--- config.mk ---
export PLATFORM = sky130hd
export DESIGN_NAME = hpdmc_rdcapture
export DESIGN_NICKNAME = d
export VERILOG_FILES = /design/src/rtl/hpdmc_rdcapture.sv
export SDC_FILE = /design/constraint.sdc
export NUM_CORES = 1
export LEC_CHECK = 0
export ABC_AREA = 1
export CORE_ASPECT_RATIO = 0.5
export CORE_UTILIZATION = 59
export CTS_CLUSTER_DIAMETER = 40
export DETAILED_ROUTE_END_ITERATION = 8
export GPL_TIMING_DRIVEN = 0
export PLACE_DENSITY = 0.9
export SKIP_LAST_GASP = 1
export SYNTH_ARGS = -nofsm -noshare
export SYNTH_HDL_FRONTEND = slang
export SYNTH_SLANG_ARGS = --single-unit
--- constraint.sdc ---
create_clock -name sys_clk -period 4.2 [get_ports sys_clk]
set_input_delay 0.84 -clock sys_clk [delete_from_list [all_inputs] [get_ports sys_clk]]
set_output_delay 0.84 -clock sys_clk [all_outputs]
set_load 0.05 [all_outputs]
--- src/rtl/hpdmc_rdcapture.sv ---
// hpdmc_rdcapture -- DDR read-data capture with a first-word-fall-through FIFO.
//
// Each accepted read_start is one READ with a burst of 8 DDR beats. That is
// 4 sys_clk cycles of {di_r, di_f}. Capture starts CAS_CYCLES cycles after
// the accept. Captured words go into a FIFO_DEPTH-word FWFT FIFO. rd_ready
// is only given when the FIFO has 4 free slots beyond the words that accepted
// reads have already reserved, so a push never finds the FIFO full.
//
// Ports:
//   sys_clk, sys_rst_n       clock; asynchronous active-low reset
//   read_start / rd_ready    one-cycle READ issued / start would be accepted
//   di_r, di_f               rising/falling halves from the input DDR registers
//   dout, dout_valid         FIFO head word and its valid flag (zero when empty)
//   dout_ready               consumer pop strobe
//   err                      sticky: read_start arrived while rd_ready was low
//   burst_count              (HPDMC_RDCAPTURE_STATS_EN only) saturating count of
//                            completed bursts
//
// Optional feature macro: HPDMC_RDCAPTURE_STATS_EN
module hpdmc_rdcapture #(
    parameter int CAS_CYCLES = 3,
    parameter int FIFO_DEPTH = 8
) (
    input  logic        sys_clk,
    input  logic        sys_rst_n,
    input  logic        read_start,
    output logic        rd_ready,
    input  logic [15:0] di_r,
    input  logic [15:0] di_f,
    output logic [31:0] dout,
    output logic        dout_valid,
    input  logic        dout_ready,
`ifdef HPDMC_RDCAPTURE_STATS_EN
    output logic [15:0] burst_count,
`endif
    output logic        err
);

    localparam int AW  = $clog2(FIFO_DEPTH);
    localparam int CW  = AW + 1;
    localparam int SRL = CAS_CYCLES + 4;

    // win[k] is set when a read was accepted k cycles ago.
    // win[0] is the accept happening this cycle.
    logic [SRL-1:1] win_q, win_d;
    logic [SRL-1:0] win;

    logic [AW-1:0]  wr_ptr_q, wr_ptr_d, rd_ptr_q, rd_ptr_d;
    logic [CW-1:0]  cnt_q, cnt_d, resv_q, resv_d, avail;
    logic           err_q, err_d;
    logic           accept, push, pop, recent;
    logic [31:0]    mem [FIFO_DEPTH];

    assign win    = {win_q, accept};
    assign push   = |win[CAS_CYCLES+3:CAS_CYCLES];
    assign recent = |win_q[3:1];
    // Unreserved free slots. resv never exceeds the free space, so this cannot underflow.
    assign avail  = CW'(FIFO_DEPTH) - cnt_q - resv_q;

    always_comb begin
        rd_ready   = sys_rst_n & ~recent & (avail >= CW'(4));
        accept     = read_start & rd_ready;
        dout_valid = (cnt_q != '0);
        pop        = dout_valid & dout_ready;
        dout       = dout_valid ? mem[rd_ptr_q] : 32'h0;

        win_d    = win[SRL-2:0];
        wr_ptr_d = push ? wr_ptr_q + AW'(1) : wr_ptr_q;
        rd_ptr_d = pop  ? rd_ptr_q + AW'(1) : rd_ptr_q;
        cnt_d    = cnt_q + CW'(push) - CW'(pop);
        resv_d   = resv_q + (accept ? CW'(4) : CW'(0)) - CW'(push);
        err_d    = err_q | (read_start & ~rd_ready);
    end

    always_ff @(posedge sys_clk or negedge sys_rst_n) begin
        if (!sys_rst_n) begin
            win_q    <= '0;
            wr_ptr_q <= '0;
            rd_ptr_q <= '0;
            cnt_q    <= '0;
            resv_q   <= '0;
            err_q    <= 1'b0;
        end else begin
            win_q    <= win_d;
            wr_ptr_q <= wr_ptr_d;
            rd_ptr_q <= rd_ptr_d;
            cnt_q    <= cnt_d;
            resv_q   <= resv_d;
            err_q    <= err_d;
        end
    end

    // Storage is not reset. Stale contents are never visible, because
    // dout is forced to zero while the FIFO is empty.
    always_ff @(posedge sys_clk) begin
        if (push) mem[wr_ptr_q] <= {di_r, di_f};
    end

    assign err = err_q;

`ifdef HPDMC_RDCAPTURE_STATS_EN
    logic [15:0] bcnt_q, bcnt_d;

    // win[CAS_CYCLES+3] marks the cycle that pushes a burst's 4th word.
    always_comb begin
        bcnt_d = bcnt_q;
        if (win[CAS_CYCLES+3] && bcnt_q != 16'hFFFF) bcnt_d = bcnt_q + 16'd1;
    end

    always_ff @(posedge sys_clk or negedge sys_rst_n) begin
        if (!sys_rst_n) bcnt_q <= '0;
        else            bcnt_q <= bcnt_d;
    end

    assign burst_count = bcnt_q;
`endif

endmodule

==> impl_metrics.csv <==
group,metric,value,unit
run_status,outcome,"complete, no violations",
synth,synth_area,11300,um2
clock_tree,cts_tree,"done",
min_path,worstHoldStart,"win_q[5]$_DFF_PN0_",
synth,syn_nets,996,
synth,ys_ff_latch,277,
synth,yosysWarnings,0,
worst_setup_path,cp.required,3360,ps
route,drt_pre_antenna_iters,6,
timing,slew_violations,0,
clock_tree,clkTransAtPathRegs,70,ps
timing,timing.hold.ws,381,ps
global_route,grt_pass1_wl,45.9,mm
timing,maxClockFrequency,0.241,GHz
route,drt_wl_total,30.5,mm
worst_setup_path,startpoint,"rd_ptr_q[0]$_DFFE_PN0N_",
cells_and_area,antenna_cells,0,
timing,finalHoldViolCount,0,
timing,rsz0062_at_grt,"no",
place,gp_congestion,0.845,
cells_and_area,layout-drive-gt1-share,8.23,%
cells_and_area,fin_area,13500,um2
synth,synth-simple-area-share,13.7,%
worst_setup_path,path_class,"flop to output port",
floorplan,rows,35,
floorplan,dieWidth,198,um
global_route,grt_pass1_vias,8516,
global_route,grt.total_usage,31.4,%
floorplan,die_area,19700,um2
clock_tree,clkLatencyLatePin,510,ps
synth,synth_compound_area_share,7.29,%
timing,fin_tns_setup,0,ps
worst_setup_path,arrival,3300,ps
synth,netlist-cell-type-count,22,
route,ant_nets,0,
worst_setup_path,crit-reg2reg-launch,"cnt_q[1]$_DFF_PN0_",
floorplan,start_util,60.8,%
global_route,antenna_found_initial,0,
synth,synthXorXnorAreaFrac,0.543,%
worst_setup_path,startpoint_type,"flop",
global_route,gr-total-overflow,0,
timing,slew_headroom,31.8,%
place,io_buffers,70,
place,placed_area,12600,um2
flow_run,cap_violations,0,
synth,synthCells,945,
worst_setup_path,setup.worst_path.end_class,"output port",
place,dp_cells,1285,
cells_and_area,syn_to_final_growth,19.2,%
timing,setup_violations,0,
timing,skew,9.81,ps
cells_and_area,final_cell_mix,"nor2_1, edfxtp_1, o21ai_0",
clock_tree,clockBufferDepth,3,
timing,worst_pin_slew,1020,ps
cells_and_area,layout_commonest_cell,"nor2_1",
synth,ys_seq_area_share,72.7,%
clock_tree,numCtsBuffers,24,
cells_and_area,finalNetCount,1102,
route,wl_per_cell,22.9,um
floorplan,io_pins,71,
route,num_vias,8344,
clock_tree,cts_htree_levels,1,
cells_and_area,fin_cells,1328,
route,viasPerCell,6.28,
min_path,hold_path.class,"flop to flop",
timing,fin_crit_sh,98.6,%
clock_tree,cts-root-buf,"clkbuf_16",
synth,synth_top_family_by_area,"simple AND/OR/NAND/NOR gates",
floorplan,core_area,18600,um2
global_route,grt_max_degree,27,
synth,synth_fa_ha_area_share,1.86,%
route,drc,0,
place,dp_hpwl,18.0,mm
clock_tree,cts.sinks,277,
synth,syn_area_per_cell,11.9,um2
timing,min_period,4140,ps
floorplan,die_y,99.8,um
synth,synthMuxAreaShare,0,%
route,drtIter0Drc,1503,
worst_setup_path,cp_max_fo,19,
path summary, 6_finish.rpt:
path	end	slack, ps	depth (start not counted)
min	win_q[6]$_DFF_PN0_	380	0
max	dout[12]	60	8
min reg2reg	win_q[6]$_DFF_PN0_	380	0
max in group asynchronous	win_q[5]$_DFF_PN0_	3090	1
min in group asynchronous	err$_DFF_PN0_	490	1
max reg2reg	resv_q[3]$_DFF_PN0_	950	17
flip-flops by register name, summed over array words and instances (netlist names):
| name | flops |
|---|---|
| wr_ptr_q | 3 |
| win_q | 6 |
| mem | 256 |
| cnt_q | 4 |
| resv_q | 4 |
| err | 1 |
| rd_ptr_q | 3 |
per-stage QoR:
step	utilization, %	worst slack, ps
after floorplan	-	907
after global placement	66.3	-817
after detailed placement	67.9	51.8
after CTS	72.5	26.5
after global routing	72.5	8.94
final	72.5	57.4
per-layer routing:
| metal | vias to the layer above | global-route usage, % | part of all wire, % |
|---|---|---|---|
| met5 | - | 0 | 0 |
| met4 | 0 | 15.5 | 4.6 |
| met3 | 154 | 5.65 | 13 |
| met2 | 800 | 53.8 | 49 |
| met1 | 3914 | 39.2 | 34 |
| li1 | 3476 | - | - |
Yosys cell counts:
cell type	n	share of area (%)
nor2_1	300	10
edfxtp_1	256	68
o21ai_0	143	6.3
nand2_1	64	2.1
nand3_1	35	1.6
inv_1	28	0.93
dfrtp_1	21	4.7
o21ai_1	19	0.84
clkbuf_1	17	0.57
buf_2	13	0.58
ha_1	12	1.3
buf_4	8	0.53
buf_6	8	0.80
buf_1	4	0.13
xnor2_1	4	0.31
fa_1	3	0.53
xor2_1	3	0.23
buf_8	2	0.27
nor3_1	2	0.089
a21boi_1	1	0.067
a21oi_1	1	0.044
inv_2	1	0.033
area by class of cell:
cell class | count | area, um2
sequential | 277 | 8210
fill | 1018 | 5110
multi-input combinational | 587 | 2700
timing repair buffer | 81 | 943
clock buffer | 34 | 694
tap | 259 | 324
buffer | 51 | 322
clock inverter | 10 | 155
inverter | 29 | 109
cells by family after synthesis:
| family | Yosys count |
|---|---|
| adders and majority gates | 15 |
| buffers and inverters | 81 |
| xor gates and xnor gates | 7 |
| AOI/OAI and AO/OA | 164 |
| DFF | 277 |
| and+or+nand+nor | 401 |
critical path: stages (launching register included):
cell             delay, ps
dfrtp_1                500
inv_2                  110
buf_6                  210
clkbuf_1               440
o21ai_0                230
nand3_1                150
nand2_1                 90
nor2_1                 210
clkdlybuf4s50_1        850
what timing repair did:
item / 4_1_cts / 5_1_grt
setup buffers: 0 / 0
endpoints found under the setup margin: 0 / 3
hold buffers: 0 / 0
resized for setup: 0 / 4
Power is left out: the tool's default activity adds up to more than one toggle a clock period on the data nets, which glitch-free logic cannot reach.
